==> src/rtl/game_pkg.sv <==
// rtl/game_pkg.sv - state encoding shared by the sequencer, video and control blocks
package game_pkg;

  localparam int STATE_W = 3;

  typedef enum logic [STATE_W-1:0] {
    ST_IDLE      = 3'd0,
    ST_COUNTDOWN = 3'd1,
    ST_PLAY      = 3'd2,
    ST_HIT       = 3'd3,
    ST_OVER      = 3'd4
  } state_e;

endpackage

==> src/rtl/game_sequencer_if.sv <==
// rtl/game_sequencer_if.sv - key/sync inputs and sequencing outputs of the game sequencer
interface game_sequencer_if;
  import game_pkg::*;

  logic               key_start;
  logic               key_flap;
  logic               vsync;
  logic               collision;
  logic               frame_tick;
  logic               game_rst;
  logic               play_en;
  logic               flap;
  logic               start_num0;
  logic               start_num1;
  logic               start_num2;
  logic [1:0]         countdown;
  logic [STATE_W-1:0] state;

  modport master (
    input  key_start, key_flap, vsync, collision,
    output frame_tick, game_rst, play_en, flap,
    output start_num0, start_num1, start_num2, countdown, state
  );

  modport slave (
    output key_start, key_flap, vsync, collision,
    input  frame_tick, game_rst, play_en, flap,
    input  start_num0, start_num1, start_num2, countdown, state
  );

endinterface

==> src/rtl/frame_tick_gen.sv <==
// rtl/frame_tick_gen.sv - one-cycle frame pulse on the inactive-to-active vsync transition
module frame_tick_gen #(
  parameter bit VSYNC_POL = 1'b1
) (
  input  logic clk,
  input  logic Rst,
  input  logic vsync,
  output logic frame_tick
);

  logic active;
  logic act_q, act_d;
  logic armed_q, armed_d;
  logic tick_q, tick_d;

  assign active = (vsync == VSYNC_POL);

  // armed_q blocks a tick when vsync is already active as reset releases
  always_comb begin
    act_d   = active;
    armed_d = armed_q | ~active;
    tick_d  = active & ~act_q & armed_q;
  end

  always_ff @(posedge clk or negedge Rst) begin
    if (!Rst) begin
      act_q   <= 1'b0;
      armed_q <= 1'b0;
      tick_q  <= 1'b0;
    end else begin
      act_q   <= act_d;
      armed_q <= armed_d;
      tick_q  <= tick_d;
    end
  end

  assign frame_tick = tick_q;

endmodule

==> src/rtl/game_sequencer.sv <==
// rtl/game_sequencer.sv - game state machine: countdown, staggered pipe starts, hit freeze, game over
module game_sequencer
  import game_pkg::*;
#(
  parameter int COUNT_FRAMES    = 60,
  parameter int PIPE_GAP_FRAMES = 90,
  parameter int HIT_FRAMES      = 30,
  parameter bit VSYNC_POL       = 1'b1
) (
  input logic               clk,
  input logic               Rst,
  game_sequencer_if.master  bus
);

  localparam logic [7:0] CNT_LAST = 8'(COUNT_FRAMES - 1);
  localparam logic [7:0] HIT_LAST = 8'(HIT_FRAMES - 1);
  localparam logic [7:0] GAP1     = 8'(PIPE_GAP_FRAMES);
  localparam logic [7:0] GAP2     = 8'(2 * PIPE_GAP_FRAMES);

  logic       tick;
  state_e     state_q, state_d;
  logic [7:0] cnt_q, cnt_d;
  logic [7:0] stag_q, stag_d;
  logic [1:0] cd_q, cd_d;
  logic       s0_q, s0_d, s1_q, s1_d, s2_q, s2_d;
  logic       game_rst_q, game_rst_d;
  logic       play_en_q, play_en_d;
  logic       flap_q, flap_d;

  frame_tick_gen #(.VSYNC_POL(VSYNC_POL)) u_tick (
    .clk        (clk),
    .Rst        (Rst),
    .vsync      (bus.vsync),
    .frame_tick (tick)
  );

  always_comb begin
    state_d    = state_q;
    cnt_d      = cnt_q;
    stag_d     = stag_q;
    cd_d       = cd_q;
    s0_d       = s0_q;
    s1_d       = s1_q;
    s2_d       = s2_q;
    game_rst_d = 1'b0;
    case (state_q)
      ST_IDLE, ST_OVER: begin
        if (bus.key_start) begin
          state_d    = ST_COUNTDOWN;
          game_rst_d = 1'b1;
          cd_d       = 2'd3;
          cnt_d      = 8'd0;
          stag_d     = 8'd0;
          s0_d       = 1'b0;
          s1_d       = 1'b0;
          s2_d       = 1'b0;
        end
      end
      ST_COUNTDOWN: begin
        if (tick) begin
          if (cnt_q == CNT_LAST) begin
            cnt_d = 8'd0;
            if (cd_q == 2'd1) begin
              state_d = ST_PLAY;
              cd_d    = 2'd0;
              s0_d    = 1'b1;
            end else begin
              cd_d = cd_q - 2'd1;
            end
          end else begin
            cnt_d = cnt_q + 8'd1;
          end
        end
      end
      ST_PLAY: begin
        // collision takes priority over a coincident frame tick
        if (bus.collision) begin
          state_d = ST_HIT;
          cnt_d   = 8'd0;
        end else if (tick && !s2_q) begin
          stag_d = stag_q + 8'd1;
          if (stag_d == GAP1) s1_d = 1'b1;
          if (stag_d == GAP2) s2_d = 1'b1;
        end
      end
      ST_HIT: begin
        if (tick) begin
          if (cnt_q == HIT_LAST) begin
            state_d = ST_OVER;
            cnt_d   = 8'd0;
          end else begin
            cnt_d = cnt_q + 8'd1;
          end
        end
      end
      default: begin
        state_d = ST_IDLE;
        cd_d    = 2'd0;
      end
    endcase
    play_en_d = (state_d == ST_PLAY);
    flap_d    = bus.key_flap && (state_q == ST_PLAY);
  end

  always_ff @(posedge clk or negedge Rst) begin
    if (!Rst) begin
      state_q    <= ST_IDLE;
      cnt_q      <= 8'd0;
      stag_q     <= 8'd0;
      cd_q       <= 2'd0;
      s0_q       <= 1'b0;
      s1_q       <= 1'b0;
      s2_q       <= 1'b0;
      game_rst_q <= 1'b0;
      play_en_q  <= 1'b0;
      flap_q     <= 1'b0;
    end else begin
      state_q    <= state_d;
      cnt_q      <= cnt_d;
      stag_q     <= stag_d;
      cd_q       <= cd_d;
      s0_q       <= s0_d;
      s1_q       <= s1_d;
      s2_q       <= s2_d;
      game_rst_q <= game_rst_d;
      play_en_q  <= play_en_d;
      flap_q     <= flap_d;
    end
  end

  assign bus.frame_tick = tick;
  assign bus.game_rst   = game_rst_q;
  assign bus.play_en    = play_en_q;
  assign bus.flap       = flap_q;
  assign bus.start_num0 = s0_q;
  assign bus.start_num1 = s1_q;
  assign bus.start_num2 = s2_q;
  assign bus.countdown  = cd_q;
  assign bus.state      = state_q;

endmodule

==> src/flat_wrapper.sv <==
// flat-port wrapper written by rule: the top's interface ports become plain ports
module game_sequencer_flat import game_pkg::*;
#(
  parameter int COUNT_FRAMES    = 60,
  parameter int PIPE_GAP_FRAMES = 90,
  parameter int HIT_FRAMES      = 30,
  parameter bit VSYNC_POL       = 1'b1
)
  (clk, Rst, bus_key_start, bus_key_flap, bus_vsync, bus_collision, bus_frame_tick, bus_game_rst, bus_play_en, bus_flap, bus_start_num0, bus_start_num1, bus_start_num2, bus_countdown, bus_state);
  game_sequencer_if bus_i ();
  input logic clk;
  input logic Rst;
  input wire logic [$bits(bus_i.key_start)-1:0] bus_key_start;
  input wire logic [$bits(bus_i.key_flap)-1:0] bus_key_flap;
  input wire logic [$bits(bus_i.vsync)-1:0] bus_vsync;
  input wire logic [$bits(bus_i.collision)-1:0] bus_collision;
  output wire logic [$bits(bus_i.frame_tick)-1:0] bus_frame_tick;
  output wire logic [$bits(bus_i.game_rst)-1:0] bus_game_rst;
  output wire logic [$bits(bus_i.play_en)-1:0] bus_play_en;
  output wire logic [$bits(bus_i.flap)-1:0] bus_flap;
  output wire logic [$bits(bus_i.start_num0)-1:0] bus_start_num0;
  output wire logic [$bits(bus_i.start_num1)-1:0] bus_start_num1;
  output wire logic [$bits(bus_i.start_num2)-1:0] bus_start_num2;
  output wire logic [$bits(bus_i.countdown)-1:0] bus_countdown;
  output wire logic [$bits(bus_i.state)-1:0] bus_state;
  assign bus_i.key_start = bus_key_start;
  assign bus_i.key_flap = bus_key_flap;
  assign bus_i.vsync = bus_vsync;
  assign bus_i.collision = bus_collision;
  assign bus_frame_tick = bus_i.frame_tick;
  assign bus_game_rst = bus_i.game_rst;
  assign bus_play_en = bus_i.play_en;
  assign bus_flap = bus_i.flap;
  assign bus_start_num0 = bus_i.start_num0;
  assign bus_start_num1 = bus_i.start_num1;
  assign bus_start_num2 = bus_i.start_num2;
  assign bus_countdown = bus_i.countdown;
  assign bus_state = bus_i.state;
  game_sequencer #(.COUNT_FRAMES(COUNT_FRAMES), .PIPE_GAP_FRAMES(PIPE_GAP_FRAMES), .HIT_FRAMES(HIT_FRAMES), .VSYNC_POL(VSYNC_POL)) u_core (.clk(clk), .Rst(Rst), .bus(bus_i));
endmodule
==> config.mk <==
export PLATFORM = sky130hd
export DESIGN_NAME = game_sequencer_flat
export DESIGN_NICKNAME = d
export VERILOG_FILES = /design/src/rtl/game_pkg.sv /design/src/rtl/game_sequencer_if.sv /design/src/rtl/frame_tick_gen.sv /design/src/rtl/game_sequencer.sv /design/src/flat_wrapper.sv
export SDC_FILE = /design/constraint.sdc
export NUM_CORES = 1
export LEC_CHECK = 0
export CORE_MARGIN = 3
export CORE_UTILIZATION = 50
export DETAILED_ROUTE_END_ITERATION = 10
export PLACE_DENSITY_LB_ADDON = 0.15
export SYNTH_ARGS = -nofsm -noshare
export SYNTH_HDL_FRONTEND = slang
export SYNTH_SLANG_ARGS = --single-unit
==> constraint.sdc <==
create_clock -name clk -period 2.1 [get_ports clk]
set_clock_uncertainty 0.2 [all_clocks]
set_input_delay 0.63 -clock clk [delete_from_list [all_inputs] [get_ports clk]]
set_output_delay 0.63 -clock clk [all_outputs]
set_load 0.01 [all_outputs]
==> results.tsv, run 1 <==
stage	metric	value	unit
drt	vias	1519	
worst_setup_path	reg2reg_from	u_core.cnt_q[0]	
worst_setup_path	r2r_end	u_core.cnt_q[7]	
finish	seqCellArea	752	um2
power	p_leak	1.07	nW
floorplanning	rows	20	
placement	place_congestion	0.807	
finish	layout.cells.non_filler	265	
drt	drt-wirelength-per-cell	14.4	um
synthesis	yosysTopAreaCell	dfrtp_1	
worst_setup_path	crit_type	primary input to flop	
synthesis	synth_edf_count	0	
finish	final_nets	233	
power	max-vdd-ir-drop	0.552	mV
finish	drive_gt1_share	25.3	%
drt	drt-total-wl	3830	um
global_route	grt-ovfl-total	0	
synthesis	yosys_warnings	0	
sta	setup_slack	0.0184	ns
floorplanning	core_area	0.00313	mm2
global_route	antenna_found_initial	0	
drt	viasPerCell	5.73	
sta	fin_crit	2.08	ns
finish	diodes	0	
worst_setup_path	rrSetupSlack	0.05	ns
synthesis	post_synth.cell_area_avg	9.62	um2
synthesis	ys_ff_latch	30	
floorplanning	chipWidth	64.0	um
finish	fillers	236	
clock_tree	clock_path_buffers	2	
synthesis	synthesis.area	0.00168	mm2
clock_tree	clk-insertion-delay-late	0.33	ns
floorplanning	io_pins	18	
worst_setup_path	arrival	2.13	ns
placement	preCtsSetupSlack	-0.373	ns
finish	multi_input_area	910	um2
finish	syn_to_final_growth	30.2	%
sta	slew_violations	0	
clock_tree	clk_pin_slew	0.09	ns
drt	detail-route-antenna-nets	0	
synthesis	syn_inst	175	
drt	drtIter0Drc	115	
worst_setup_path	crit_path_end	u_core.bus.start_num1	
placement	post-dp-hpwl	2820	um
clock_tree	root_buffer	clkbuf_4	
synthesis	seq_area_frac_synth	44.6	%
floorplanning	die_y	64.0	um
sta	min_period_over_period	99.1	%
global_route	grt_max_degree	31	
worst_setup_path	cp.depth	7	
worst_setup_path	cp_slowest_cell	clkdlybuf4s50_1	
sta	rsz0062_at_grt	true	
worst_setup_path	cp_max_fo	2	
power	power_per_cell_area	748	mW/mm2
global_route	grt_first_pass_wirelength	6520	um
sta	tns	0	ns
synthesis	ys.flop_type	dfrtp_1	
sta	worst_pin_slew	0.393	ns
clock_tree	cts.sinks	30	
sta	maxSlewHeadroom	73.7	%
worst_setup_path	cp-end-kind	flop	
synthesis	synthArstFlopShare	100	%
synthesis	ys_types	42	
sta	fmax	480	MHz
sta	setup_viol	0	
floorplanning	dieArea	0.00410	mm2
placement	placedCellCount	250	
global_route	grt_pass1_vias	1459	
placement	port_buffers	17	
worst_setup_path	cp-startpoint	bus_key_start	
synthesis	synth_area_leaders	dfrtp_1, ha_1, nand2_1, nand3_1, o21ai_0	
drt	drt-pass1-iter-count	4	
global_route	gr-usage-all-layers	20.4	%
sta	hold_violations	0	
worst_setup_path	cp-start-kind	primary input	
worst_setup_path	worst_ep_required_time	2.15	ns
worst_setup_path	cpPeakStageDelay	0.49	ns
clock_tree	cts_buffers	5	
floorplanning	start_util	53.8	%
worst_setup_path	path_cells	clkdlybuf4s50_1 -> nand2_2 -> inv_2 -> a31oi_4 -> or3b_4 -> a2111oi_4 -> mux2i_1	
worst_setup_path	crit_family	buffers and inverters	
worst_setup_path	rr_worst_depth	7	
hold_path	hold_class	flop to flop	
synthesis	synth_nets	187	
clock_tree	htreeDepth	2	
worst_setup_path	path_buf_inv	2	
clock_tree	cts_tree	built	
run_status	outcome	complete, no violations	
synthesis	synth_top_area_share	44.6	%
flow_run	cap_violations	0	
drt	drc	0	
-- state kept, by name, indices dropped and copies added, names as in the netlist --
signal / count
u_core.bus.game_rst: 1
u_core.u_tick.frame_tick: 1
u_core.bus.play_en: 1
u_core.bus.flap: 1
u_core.bus.start_num0: 1
u_core.bus.start_num1: 1
u_core.stag_q: 8
u_core.bus.countdown: 2
u_core.bus.state: 3
u_core.u_tick.act_q: 1
u_core.bus.start_num2: 1
u_core.cnt_q: 8
u_core.u_tick.armed_q: 1
-- where the power goes --
group	leakage (nW)	internal, mW	total, mW	switching [mW]
logic	0.666	0.277	0.517	0.240
registers	0.383	0.684	0.811	0.127
clock network	0.0254	0.126	0.312	0.186
-- final cells by class --
type                            instances  share of cell area [%]
Multi-Input combinational cell        131                    41.5
Sequential cell                        30                    34.3
Timing Repair Buffer                   47                    18.7
Tap cell                               44                    2.51
Clock buffer                            7                    2.05
Inverter                                6                    1.03
-- what timing repair did --
item | in CTS | in global routing
resized for setup | 1 | 16
setup buffers | 4 | 4
hold buffers | 0 | 0
setup endpoints to repair | 6 | 12
pin swaps | 1 | 8
-- layer usage --
metal | up-vias | global-route usage (%) | share of wire, % | wire length (um)
met5 | - | 0 | 0 | 0
met4 | 0 | 8.36 | 1.8 | 70
met3 | 9 | 5.80 | 4.1 | 157
met2 | 39 | 34.6 | 53 | 2010
met1 | 743 | 24.0 | 41 | 1590
li1 | 728 | - | - | -
-- placed cells by master, fill, tap and decap left out, types with 2 or more instances in the layout --
cell,instances
a21oi_1,9
a22o_1,3
a31o_2,2
a31oi_1,6
a41oi_1,3
and2_1,2
and3_1,4
buf_4,30
clkbuf_1,2
clkbuf_4,5
clkdlybuf4s50_1,10
dfrtp_1,29
dlymetal6s2s_1,6
ha_1,5
inv_1,5
mux2_2,3
nand2_1,17
nand2b_1,4
nand3_1,12
nand4_1,2
nor2_1,11
nor2b_1,2
nor3_1,3
o21ai_0,11
o31ai_1,4
or3b_4,2
xor2_1,3
-- worst min path at each step --
stage                                   start                       end  slack (ns)  depth (start not counted)
after floorplan                           Rst   u_core.bus.countdown[0]        0.13                          0
after global placement    u_core.u_tick.act_q  u_core.u_tick.frame_tick        0.19                          1
after detailed placement  u_core.u_tick.act_q  u_core.u_tick.frame_tick        0.20                          1
after CTS                 u_core.u_tick.act_q  u_core.u_tick.frame_tick        0.22                          1
after global routing      u_core.u_tick.act_q  u_core.u_tick.frame_tick        0.22                          1
final                     u_core.u_tick.act_q  u_core.u_tick.frame_tick        0.21                          1
-- synth_stat cells (all sizes together) (6+ instances only) --
library cell  instances
buf                   6
ha                    6
nor2                 12
nand2                18
dfrtp                30
a31oi                 7
o21ai                11
a21oi                 9
nand3                12
inv                   6
-- through the flow --
| step | total power [mW] | utilization (%) | cell area [um2] | hold WS, ns |
|---|---|---|---|---|
| finish | 1.64 | 70.1 | 2190 | 0.210 |
| global route | 1.75 | 70.1 | 2190 | 0.224 |
| CTS | 1.61 | 67.8 | 2120 | 0.216 |
| detailed placement | 1.30 | 65.4 | 2050 | 0.204 |
| global placement | 1.27 | 65.4 | 2050 | 0.186 |
| floorplan | 1.09 | - | 1710 | 0.134 |
-- logic make-up (layout without fill, tap and decap cells) --
family,Yosys count,count (layout),share of synthesized area (%)
XOR/XNOR,4,4,2.08
adder cells (fa/ha/maj),6,6,4.46
AO/OA/AOI/OAI,44,44,18.5
buffers and inverters,14,60,3.79
AND/OR/NAND/NOR,73,73,24.0
flip-flops,30,30,44.6
multiplexers,4,4,2.60
No activity file was read; power rests on OpenSTA's default activity.
==> run 2: changes to the inputs <==
CTS_CLUSTER_DIAMETER = 150   (was default)
TNS_END_PERCENT = 100   (was default)
==> results of run 2 <==
No change in the layout: final DEF, timing and power equal those of run 1.
==> run 3: changes to the inputs <==
CORE_ASPECT_RATIO = 1.75   (was default)
HOLD_SLACK_MARGIN = 0.1   (was default)
==> results.tsv, run 3 (synthesis gave the netlist of run 1 again) <==
stage	metric	value	unit	change
run_status	outcome	complete, no violations		
sta	tns	0	ns	unchanged
worst_setup_path	cp-startpoint	u_core.cnt_q[3]		
finish	final_common_cell	buf_4		
placement	post-dp-hpwl	2930	um	+3.8%
worst_setup_path	cp-start-kind	flop		
sta	rsz0062_at_grt	true		
placement	port_buffers	17		unchanged
clock_tree	clk_pin_slew	0.06	ns	-0.03 ns
clock_tree	htreeDepth	2		unchanged
placement	place_congestion	0.842		+4.4%
finish	syn_to_final_growth	34.1	%	
power	max-vdd-ir-drop	0.649	mV	+18%
worst_setup_path	cp_max_fo	8		+6
clock_tree	clk-insertion-delay-late	0.27	ns	-0.06 ns
sta	slew_violations	0		unchanged
finish	final_nets	235		+0.86%
drt	viasPerCell	5.73		about the same
sta	fin_crit	2.06	ns	-0.0197 ns
drt	drc	0		unchanged
hold_path	hp-start	u_core.u_tick.act_q		
floorplanning	die_y	82.8	um	+29%
clock_tree	root_buffer	clkbuf_8		
sta	setup_slack	0.0382	ns	+0.0197 ns
global_route	antenna_found_initial	0		unchanged
drt	drt-total-wl	4170	um	+8.8%
global_route	grt_pass1_vias	1432		-1.9%
power	finalPower	1.83	mW	+12%
drt	drt-wirelength-per-cell	15.7	um	+8.8%
drt	drt-pass1-iter-count	4		unchanged
clock_tree	cts_tree	built		
worst_setup_path	arrival	2.05	ns	-0.08 ns
floorplanning	core_area	0.00318	mm2	+1.5%
finish	multi_input_area	931	um2	+2.3%
sta	setup_viol	0		unchanged
placement	preCtsSetupSlack	-0.363	ns	+0.00991 ns
global_route	grt_max_degree	31		unchanged
worst_setup_path	cp_slowest_cell	dfrtp_2		
floorplanning	start_util	53.0	%	-0.81 points
sta	maxSlewHeadroom	70.2	%	-3.5 points
power	p_leak	1.04	nW	-3.4%
finish	fillers	263		+11%
power	power_per_cell_area	812	mW/mm2	+8.5%
clock_tree	clock_path_buffers	2		unchanged
floorplanning	io_pins	18		unchanged
finish	mostFrequentLayoutCells	buf_4, dfrtp_1, nand2_1		
global_route	gr-usage-all-layers	21.3	%	+0.88 points
worst_setup_path	path_cells	and3_2 -> and4b_2 -> nor4_4 -> buf_6 -> a41oi_2 -> a31oi_1		
finish	drive_gt1_share	30.2	%	+4.8 points
sta	fmax	485	MHz	+0.96%
drt	vias	1518		-0.066%
floorplanning	dieArea	0.00413	mm2	+0.67%
worst_setup_path	cp-end-kind	flop		
sta	whs	0.194	ns	-0.0159 ns
worst_setup_path	crit_family	simple AND/OR/NAND/NOR gates		
finish	seqCellArea	757	um2	+0.67%
worst_setup_path	path_buf_inv	1		-1
clock_tree	hold_buffers	0		unchanged
floorplanning	rows	27		+35%
worst_setup_path	worst_ep_required_time	2.09	ns	-0.06 ns
worst_setup_path	reg2reg_from	u_core.cnt_q[3]		
sta	hold_violations	0		unchanged
sta	min_period_over_period	98.2	%	-0.94 points
worst_setup_path	cpPeakStageDelay	0.46	ns	-0.03 ns
drt	detail-route-antenna-nets	0		unchanged
clock_tree	cts_buffers	5		unchanged
sta	worst_pin_slew	0.445	ns	+0.0523 ns
drt	drtIter0Drc	39		-66%
hold_path	hold_class	flop to flop		
global_route	grt_first_pass_wirelength	6600	um	+1.2%
floorplanning	chipWidth	49.9	um	-22%
finish	final_util	71.1	%	+1.0 points
flow_run	cap_violations	0		unchanged
clock_tree	cts.sinks	30		unchanged
worst_setup_path	crit_type	flop to flop		
finish	diodes	0		unchanged
global_route	grt-ovfl-total	0		unchanged
==> run 3: worst paths after layout <==
path / end / slack, ns / cells after the start
worst max-delay path: u_core.cnt_q[4] / 0.04 / 6
worst min-delay path: u_core.u_tick.frame_tick / 0.19 / 1
worst max register to register: u_core.cnt_q[4] / 0.04 / 6
worst min register to register: u_core.u_tick.frame_tick / 0.19 / 1
max in group asynchronous: u_core.bus.state[0] / 0.85 / 2
min in group asynchronous: u_core.stag_q[2] / 0.53 / 2
==> run 3: report_power, final <==
group	internal (mW)	leakage [nW]	switching, mW
Sequential	0.686	0.378	0.145
Clock	0.252	0.0431	0.198
Combinational	0.306	0.616	0.246
==> run 3: worst reg2reg max path, delay by kind of cell, from the launching register on <==
| kind | cells | cell delay [ns] |
|---|---|---|
| flops | 1 | 0.46 |
| buf+inv | 1 | 0.17 |
| compound gates | 2 | 0.30 |
| simple gates | 3 | 0.85 |
==> run 3: routing by layer <==
| metal | GRT usage, % | part of all wire, % |
|---|---|---|
| met1 | 23.3 | 39 |
| met5 | 0 | 0 |
| met4 | 10.5 | 3.4 |
| met3 | 4.11 | 2.9 |
| met2 | 38.7 | 55 |
==> run 3: area by class of cell <==
cell class | count | area share [%]
Multi-Input combinational cell | 131 | 41.2
Sequential cell | 30 | 33.5
Timing Repair Buffer | 49 | 18.2
Clock buffer | 6 | 3.66
Tap cell | 43 | 2.38
Inverter | 6 | 0.997
==> run 3: stage by stage <==
stage | instance area [um2] | instances
after floorplan | 1710 | 175
after global placement | 2050 | 249
after detailed placement | 2050 | 249
after CTS | 2140 | 256
after global routing | 2260 | 265
final | 2260 | 265
==> run 3: timing repair <==
item / in CTS / in global routing
setup buffers: 1 / 9
pin swaps: 3 / 7
setup endpoints to repair: 3 / 9
gates resized for setup: 8 / 16
